File: config.mk
export PLATFORM = sky130hd
export DESIGN_NAME = weight_read_sequencer_flat
export DESIGN_NICKNAME = d
export VERILOG_FILES = /design/src/rtl/weight_read_sequencer_if.sv /design/src/rtl/weight_read_sequencer.sv /design/src/flat_wrapper.sv
export SDC_FILE = /design/constraint.sdc
export NUM_CORES = 1
export LEC_CHECK = 0
export BUFFER_PORTS_ARGS = -buffer_cell sky130_fd_sc_hd__buf_2
export CAP_MARGIN = 20
export CORE_MARGIN = 2
export CORE_UTILIZATION = 30
export DETAILED_ROUTE_END_ITERATION = 10
export SYNTH_ARGS = -nofsm -noshare
export SYNTH_HDL_FRONTEND = slang
export SYNTH_SLANG_ARGS = --single-unit
File: constraint.sdc
create_clock -name clk -period 2.65 [get_ports clk]
set_input_delay 0.265 -clock clk [delete_from_list [all_inputs] [get_ports clk]]
set_output_delay 0.265 -clock clk [all_outputs]
set_load 0.01 [all_outputs]
File: src/rtl/weight_read_sequencer_if.sv
// Handshake and memory bus of the weight read sequencer.
// The slave modport is the sequencer; the master modport is the sample source, memory and sink.
interface weight_read_sequencer_if #(
  parameter int addressWidth = 10,
  parameter int dataWidth    = 16
);
  logic                  start;
  logic [dataWidth-1:0]  in_data;
  logic                  in_valid;
  logic                  in_ready;
  logic                  mem_ren;
  logic [addressWidth:0] mem_raddr;
  logic [dataWidth-1:0]  mem_wout;
  logic [dataWidth-1:0]  out_data;
  logic [dataWidth-1:0]  out_weight;
  logic                  out_valid;
  logic                  out_last;
  logic                  busy;
  logic                  done;

  modport slave (
    input  start, in_data, in_valid, mem_wout,
    output in_ready, mem_ren, mem_raddr, out_data, out_weight,
           out_valid, out_last, busy, done
  );

  modport master (
    output start, in_data, in_valid, mem_wout,
    input  in_ready, mem_ren, mem_raddr, out_data, out_weight,
           out_valid, out_last, busy, done
  );
endinterface

File: src/rtl/weight_read_sequencer.sv
// Streams input samples against sequential weight-memory reads, pairing each
// sample with its weight one cycle later; one pass covers numWeight weights.
module weight_read_sequencer #(
  parameter int addressWidth = 10,
  parameter int dataWidth    = 16,
  parameter int numWeight    = 784
) (
  input logic                    clk,
  input logic                    rst,
  weight_read_sequencer_if.slave bus
);
  typedef enum logic [1:0] {IDLE, RUN, DRAIN} state_t;

  localparam logic [addressWidth:0] LAST = (addressWidth+1)'(numWeight - 1);

  state_t                state;
  logic [addressWidth:0] cnt;
  logic [dataWidth-1:0]  sample_q;
  logic                  in_ready_q, out_valid_q, out_last_q, busy_q, done_q;
  logic                  accept, last_hit;

  assign accept   = bus.in_valid & in_ready_q;
  assign last_hit = (cnt == LAST);

  always_ff @(posedge clk) begin
    if (rst) begin
      state       <= IDLE;
      cnt         <= '0;
      sample_q    <= '0;
      in_ready_q  <= 1'b0;
      out_valid_q <= 1'b0;
      out_last_q  <= 1'b0;
      busy_q      <= 1'b0;
      done_q      <= 1'b0;
    end else begin
      // The pair for an accept appears next cycle; the weight arrives from memory then.
      out_valid_q <= accept;
      out_last_q  <= accept & last_hit;
      done_q      <= accept & last_hit;
      if (accept) sample_q <= bus.in_data;
      case (state)
        IDLE: if (bus.start) begin
          state      <= RUN;
          cnt        <= '0;
          in_ready_q <= 1'b1;
          busy_q     <= 1'b1;
        end
        RUN: if (accept) begin
          if (last_hit) begin
            // Counter parks at zero so it never passes numWeight-1.
            state      <= DRAIN;
            cnt        <= '0;
            in_ready_q <= 1'b0;
          end else begin
            cnt <= cnt + 1'b1;
          end
        end
        DRAIN: begin
          state  <= IDLE;
          busy_q <= 1'b0;
        end
        default: begin
          state      <= IDLE;
          in_ready_q <= 1'b0;
          busy_q     <= 1'b0;
        end
      endcase
    end
  end

  assign bus.in_ready   = in_ready_q;
  assign bus.mem_ren    = accept;
  assign bus.mem_raddr  = cnt;
  assign bus.out_data   = sample_q;
  assign bus.out_weight = bus.mem_wout;
  assign bus.out_valid  = out_valid_q;
  assign bus.out_last   = out_last_q;
  assign bus.busy       = busy_q;
  assign bus.done       = done_q;
endmodule

File: src/flat_wrapper.sv
// flat-port wrapper written by rule: the top's interface ports become plain ports
module weight_read_sequencer_flat 
#(
  parameter int addressWidth = 10,
  parameter int dataWidth    = 16,
  parameter int numWeight    = 784
)
  (clk, rst, bus_start, bus_in_data, bus_in_valid, bus_mem_wout, bus_in_ready, bus_mem_ren, bus_mem_raddr, bus_out_data, bus_out_weight, bus_out_valid, bus_out_last, bus_busy, bus_done);
  weight_read_sequencer_if #(.addressWidth(addressWidth), .dataWidth(dataWidth)) bus_i ();
  input logic clk;
  input logic rst;
  input wire logic [$bits(bus_i.start)-1:0] bus_start;
  input wire logic [$bits(bus_i.in_data)-1:0] bus_in_data;
  input wire logic [$bits(bus_i.in_valid)-1:0] bus_in_valid;
  input wire logic [$bits(bus_i.mem_wout)-1:0] bus_mem_wout;
  output wire logic [$bits(bus_i.in_ready)-1:0] bus_in_ready;
  output wire logic [$bits(bus_i.mem_ren)-1:0] bus_mem_ren;
  output wire logic [$bits(bus_i.mem_raddr)-1:0] bus_mem_raddr;
  output wire logic [$bits(bus_i.out_data)-1:0] bus_out_data;
  output wire logic [$bits(bus_i.out_weight)-1:0] bus_out_weight;
  output wire logic [$bits(bus_i.out_valid)-1:0] bus_out_valid;
  output wire logic [$bits(bus_i.out_last)-1:0] bus_out_last;
  output wire logic [$bits(bus_i.busy)-1:0] bus_busy;
  output wire logic [$bits(bus_i.done)-1:0] bus_done;
  assign bus_i.start = bus_start;
  assign bus_i.in_data = bus_in_data;
  assign bus_i.in_valid = bus_in_valid;
  assign bus_i.mem_wout = bus_mem_wout;
  assign bus_in_ready = bus_i.in_ready;
  assign bus_mem_ren = bus_i.mem_ren;
  assign bus_mem_raddr = bus_i.mem_raddr;
  assign bus_out_data = bus_i.out_data;
  assign bus_out_weight = bus_i.out_weight;
  assign bus_out_valid = bus_i.out_valid;
  assign bus_out_last = bus_i.out_last;
  assign bus_busy = bus_i.busy;
  assign bus_done = bus_i.done;
  weight_read_sequencer #(.addressWidth(addressWidth), .dataWidth(dataWidth), .numWeight(numWeight)) u_core (.clk(clk), .rst(rst), .bus(bus_i));
endmodule
==> results.sh, run 1 <==
export IMPL_fmax_ghz=0.525
export IMPL_cts_buffers=5
export IMPL_place_area_um2=1620
export IMPL_yosysSeqAreaShare_pct=45.5
export IMPL_synth_top_cell_by_area="dfxtp_1"
export IMPL_end_kind="output port"
export IMPL_total_power_mw=1.02
export IMPL_synth_edf_count=0
export IMPL_worstPathArrival_ps=1640
export IMPL_clock_sinks=33
export IMPL_clock_skew_ps=2.63
export IMPL_detail_route_wl_per_cell_um=12.0
export IMPL_crit_start="u_core.bus.in_ready"
export IMPL_synthFlopType="dfxtp_1"
export IMPL_maxSlewViolCount=0
export IMPL_grt_overflow=0
export IMPL_die_h_um=73.6
export IMPL_cts_tree="built"
export IMPL_syn_area_per_cell_um2=8.59
export IMPL_grt_pass1_wl_um=4940
export IMPL_seq_area_um2=661
export IMPL_postCtsSetupBuffers=0
export IMPL_ys_async_sr_fraction_pct=0
export IMPL_numPortBuffers=52
export IMPL_path_class="reg2out"
export IMPL_fin_tns_setup_ps=0
export IMPL_postCtsHoldBufs=0
export IMPL_nets=242
export IMPL_syn_num_nets=206
export IMPL_multi_input_area_um2=612
export IMPL_critPathMaxFanout=19
export IMPL_yosys_top_cells_count="nand2_1, dfxtp_1, a21oi_1"
export IMPL_insertedDiodeCount=0
export IMPL_setup_viol=0
export IMPL_ys_seq_elements=33
export IMPL_drt_pre_antenna_iters=4
export IMPL_start_util_pct=30.9
export IMPL_drt_iter0_markers=57
export IMPL_synthCells=169
export IMPL_cts_resized_gates=0
export IMPL_vias=1194
export IMPL_min_period_over_period_pct=71.8
export IMPL_hold_viol_final=0
export IMPL_cts_buffer_depth=2
export IMPL_r2r_setup_slack_ps=800
export IMPL_grt_max_degree=24
export IMPL_maxSlewHeadroom_pct=58.4
export IMPL_hp_class="in2reg"
export IMPL_drc=0
export IMPL_start_kind="register"
export IMPL_synthTopCellsByArea="dfxtp_1, nand2_1, buf_4"
export IMPL_track_usage_pct=12.0
export IMPL_min_period_ps=1900
export IMPL_stdcell_area_um2=1720
export IMPL_antenna_found_initial=0
export IMPL_cp_required_ps=2380
export IMPL_dp_hpwl_um=2200
export IMPL_maxCapViolCount=0
export IMPL_power_density_nw_per_um2=590
export IMPL_h_tree_depth=2
export IMPL_hp_start="bus_in_data[6]"
export IMPL_timing_rr_end="u_core.state[1]"
export IMPL_r2r_start="u_core.bus.mem_raddr[1]"
export IMPL_row_count=25
export IMPL_reg2reg_depth=4
export IMPL_p_leak_nw=0.718
export IMPL_grt_pass1_vias=1029
export IMPL_die_w_um=73.6
export IMPL_cts_clk_slew_worst_paths_ps=60
export IMPL_peakVddDrop_mv=0.235
export IMPL_synth_most_common_cell="nand2_1"
export IMPL_place_congestion=0.735
export IMPL_critical_path_endpoint="bus_mem_ren"
export IMPL_drtAntennaViolNets=0
export IMPL_syn_area_um2=1450
export IMPL_yosysWarnings=0
export IMPL_yosysTopAreaCellShare_pct=45.5
export IMPL_area_growth_pct=18.8
export IMPL_fillers=506
export IMPL_status="complete, no violations"
export IMPL_synth_distinct_cells=31
export IMPL_rsz0062_at_grt="false"
export IMPL_ctsRootBufferMaster="clkbuf_8"
export IMPL_worst_pin_slew_ps=619
export IMPL_hold_ws_ps=222
export IMPL_die_area_um2=5410
export IMPL_pin_count=85
export IMPL_clk_latency_ps=280
export IMPL_vias_per_cell=4.59
export IMPL_drive_above_1_share_pct=31.6
export IMPL_core_area_um2=4690
export IMPL_drt_wl_total_um=3110
report_power, final:
group          leakage, nW  internal, mW  total, mW  switching, mW
clock network       0.0542         0.235      0.406          0.172
logic                0.395        0.0366     0.0893         0.0527
registers            0.268         0.512      0.523         0.0108
total                0.718         0.783       1.02          0.235
critical path, cell delays in order (launching register included):
cell      delay (ps)
dfxtp_1          330
nand2_1           60
buf_4            230
clkinv_1         430
buf_2            300
cells by family (layout without fill, tap and decap cells):
| logic type | after synthesis | count (layout) | synth area share, % |
|---|---|---|---|
| simple gates | 66 | 66 | 20.7 |
| flops | 33 | 33 | 45.5 |
| compound gates | 31 | 31 | 14.6 |
| xor+xnor | 10 | 10 | 6.03 |
| buf+inv | 28 | 65 | 12.3 |
| fa+ha+maj | 1 | 1 | 0.862 |
per-layer routing:
| metal | global-route usage, % | wire length [um] | vias up |
|---|---|---|---|
| met2 | 17.4 | 1360 | 45 |
| met3 | 3.29 | 251 | 5 |
| li1 | - | - | 619 |
| met4 | 5.45 | 59 | 0 |
| met5 | 0 | 0 | - |
| met1 | 16.6 | 1440 | 525 |
cells in the final DEF (no fill, tap or decap), drive strengths merged:
| cell type | n |
|---|---|
| a21o | 1 |
| nand4b | 1 |
| nor2 | 12 |
| or3b | 1 |
| o31ai | 1 |
| nand4bb | 1 |
| nor2b | 3 |
| clkbuf | 7 |
| buf | 53 |
| nand2 | 37 |
| nor3 | 2 |
| o21a | 1 |
| a21oi | 20 |
| xnor2 | 10 |
| inv | 3 |
| a211oi | 4 |
| dfxtp | 33 |
| nor4 | 1 |
| ha | 1 |
| or3 | 1 |
| nor4b | 1 |
| clkinv | 2 |
| a2111oi | 3 |
| nand4 | 2 |
| nand3 | 4 |
| a21boi | 1 |
how the worst min path moves through the flow:
stage / end / cells past startpoint / slack [ps]
floorplan: u_core.bus.out_last / 1 / 340
global placement: u_core.bus.out_data[6] / 2 / 440
detailed placement: u_core.bus.out_data[7] / 2 / 440
CTS: u_core.bus.out_data[5] / 3 / 210
global route: u_core.bus.out_data[15] / 3 / 220
finish: u_core.bus.out_data[6] / 3 / 220
state kept, by name, summed over array words and instances (netlist names):
name and cells:
u_core.state 2, u_core.bus.in_ready 1, u_core.bus.out_valid 1, u_core.bus.busy 1
u_core.bus.mem_raddr 11, u_core.bus.out_last 1, u_core.bus.out_data 16
metrics by stage:
step,std cells,setup WS [ps],util (%)
after floorplan,169,1120,-
after global placement,252,871,34.6
after detailed placement,252,801,34.6
after CTS,260,713,36.7
after global routing,260,606,36.7
final,260,747,36.7
layout make-up:
type / count / share of cell area [%]
Clock buffer: 7 / 5.59
Clock inverter: 1 / 0.290
Inverter: 4 / 0.871
Multi-Input combinational cell: 108 / 35.5
Tap cell: 54 / 3.92
Sequential cell: 33 / 38.3
Timing Repair Buffer: 53 / 15.5
(Power assumes the default switching activity.)
==> run 2: changes to the inputs <==
- ABC_AREA: unset -> 1
- clock period: 2.65 -> 1.7 ns (I/O delays scaled with it)
==> results.sh, run 2 <==
export IMPL_hold_depth=3
export IMPL_area_growth_pct=19.8
export IMPL_min_period_over_period_pct=92.3
export IMPL_yosys_top_cells_count="nor2_1, dfxtp_1, nand2_1"
export IMPL_final_cells=298
export IMPL_r2r_start="u_core.bus.mem_raddr[0]"
export IMPL_most_common_layout_cells="buf_2, nor2_1, dfxtp_1"
export IMPL_synth_distinct_cells=26
export IMPL_vias=1265
export IMPL_power_density_nw_per_um2=913
export IMPL_synth_most_common_cell="nor2_1"
export IMPL_grt_max_degree=21
export IMPL_fmax_ghz=0.638
export IMPL_setup_viol=0
export IMPL_drt_wl_total_um=3100
export IMPL_stdcell_area_um2=1750
export IMPL_drive_above_1_share_pct=31.6
export IMPL_maxCapViolCount=0
export IMPL_cts_tree="built"
export IMPL_hold_viol_final=0
export IMPL_r2r_setup_slack_ps=220
export IMPL_ctsRootBufferMaster="clkbuf_8"
export IMPL_maxSlewViolCount=0
export IMPL_track_usage_pct=11.3
export IMPL_largest_register_ffs=16
export IMPL_die_w_um=73.8
export IMPL_worst_pin_slew_ps=302
export IMPL_min_period_ps=1570
export IMPL_start_kind="register"
export IMPL_drc=0
export IMPL_cts_buffers=5
export IMPL_clk_latency_ps=280
export IMPL_critPathTopFamily="buffers and inverters"
export IMPL_clock_sinks=33
export IMPL_critPathMaxFanout=20
export IMPL_yosysWarnings=0
export IMPL_grt_overflow=0
export IMPL_status="complete, no violations"
export IMPL_yosysSeqAreaShare_pct=45.2
export IMPL_insertedDiodeCount=0
export IMPL_p_leak_nw=0.828
export IMPL_ys_async_sr_fraction_pct=0
export IMPL_postCtsHoldBufs=0
export IMPL_syn_area_um2=1460
export IMPL_rsz0062_at_grt="false"
export IMPL_fin_tns_setup_ps=0
export IMPL_h_tree_depth=2
export IMPL_core_area_um2=4720
export IMPL_reg2reg_depth=9
export IMPL_dp_hpwl_um=2230
export IMPL_postCtsSetupBuffers=0
export IMPL_die_area_um2=5450
export IMPL_fillers=506
export IMPL_cp_slowest_cell="dfxtp_1"
export IMPL_pin_count=85
export IMPL_total_power_mw=1.60
export IMPL_crit_cells=4
export IMPL_start_util_pct=31.0
export IMPL_yosysTopAreaCellShare_pct=45.2
export IMPL_dp_cells=290
export IMPL_path_class="reg2out"
export IMPL_worstPathArrival_ps=1400
export IMPL_seq_area_um2=661
export IMPL_syn_num_nets=228
export IMPL_synth_edf_count=0
export IMPL_drtAntennaViolNets=0
export IMPL_ys_seq_elements=33
export IMPL_end_kind="output port"
export IMPL_utilization_pct=37.1
export IMPL_nets=267
export IMPL_numPortBuffers=52
export IMPL_synthCells=191
export IMPL_place_congestion=0.810
export IMPL_place_area_um2=1670
export IMPL_cts_resized_gates=0
export IMPL_grt_pass1_vias=1045
export IMPL_synthTopCellsByArea="dfxtp_1, nor2_1, buf_4"
export IMPL_clock_skew_ps=3.87
export IMPL_synth_top_cell_by_area="dfxtp_1"
export IMPL_max_stage_delay_ps=360
export IMPL_cts_buffer_depth=2
export IMPL_row_count=25
export IMPL_crit_buf_inv=3
export IMPL_syn_area_per_cell_um2=7.66
export IMPL_antenna_found_initial=0
export IMPL_cts_clk_slew_worst_paths_ps=70
export IMPL_hp_start="bus_in_data[15]"
export IMPL_cp_required_ps=1530
export IMPL_synthFlopType="dfxtp_1"
export IMPL_vias_per_cell=4.24
export IMPL_grt_pass1_wl_um=4750
export IMPL_crit_start="u_core.bus.in_ready"
export IMPL_path_cells="nand2_1 -> buf_4 -> inv_2 -> buf_2"
export IMPL_drt_pre_antenna_iters=4
export IMPL_maxSlewHeadroom_pct=79.8
export IMPL_multi_input_area_um2=597
export IMPL_hp_class="in2reg"
export IMPL_drt_iter0_markers=65
export IMPL_die_h_um=73.8
export IMPL_peakVddDrop_mv=0.335
export IMPL_mostFrequentLayoutCell="buf_2"
export IMPL_detail_route_wl_per_cell_um=10.4
run 2: cell types whose count changed after synthesis, sizes merged, moves of 4 or more:
cell    before  now
a211oi       4    0
nand2       37   21
nor2        12   51
o21ai        0   19
xnor2       10    1
nor3         2    7
a21oi       20    5
xor2         0    4
inv          3   14
run 2: worst paths after layout:
check,end
min,u_core.bus.out_data[15]
max,bus_mem_ren
max reg2reg,u_core.bus.mem_raddr[4]
min reg2reg,u_core.bus.busy
run 2: layer usage:
layer | wire length [um] | up-vias | track usage, %
li1 | - | 668 | -
met1 | 1370 | 558 | 14.2
met2 | 1490 | 30 | 16.9
met3 | 175 | 9 | 4.25
met4 | 57 | 0 | 5.45
met5 | 0 | - | 0
run 2: final cells by class:
type | instances | share of cell area, %
Inverter | 14 | 3.00
Timing Repair Buffer | 54 | 15.7
Tap cell | 67 | 4.79
Clock buffer | 6 | 4.14
Multi-Input combinational cell | 122 | 34.1
Clock inverter | 2 | 0.571
Sequential cell | 33 | 37.7
run 2: tightest hold or removal path, cell delays in order:
cell	delay, ps
buf_2	80
o21ai_1	60
nor2_1	70
run 2: power breakdown:
group	total [mW]	switching, mW	leakage [nW]	internal, mW
clock network	0.561	0.277	0.0450	0.283
logic	0.207	0.123	0.514	0.0836
registers	0.832	0.0209	0.269	0.811
total	1.60	0.421	0.828	1.18
run 2: kinds of logic after synthesis:
group | Yosys count | synth area share [%]
simple gates | 92 | 28.0
flops | 33 | 45.2
xor+xnor | 5 | 2.99
buf+inv | 36 | 14.0
fa+ha+maj | 1 | 0.855
compound gates | 24 | 8.98
run 2: stage by stage:
| stage | setup slack, ps | hold slack [ps] |
|---|---|---|
| floorplan | 289 | 239 |
| detailed placement | 231 | 340 |
| global route | 23.0 | 128 |
| global placement | 276 | 340 |
| CTS | 98.3 | 126 |
| finish | 132 | 131 |
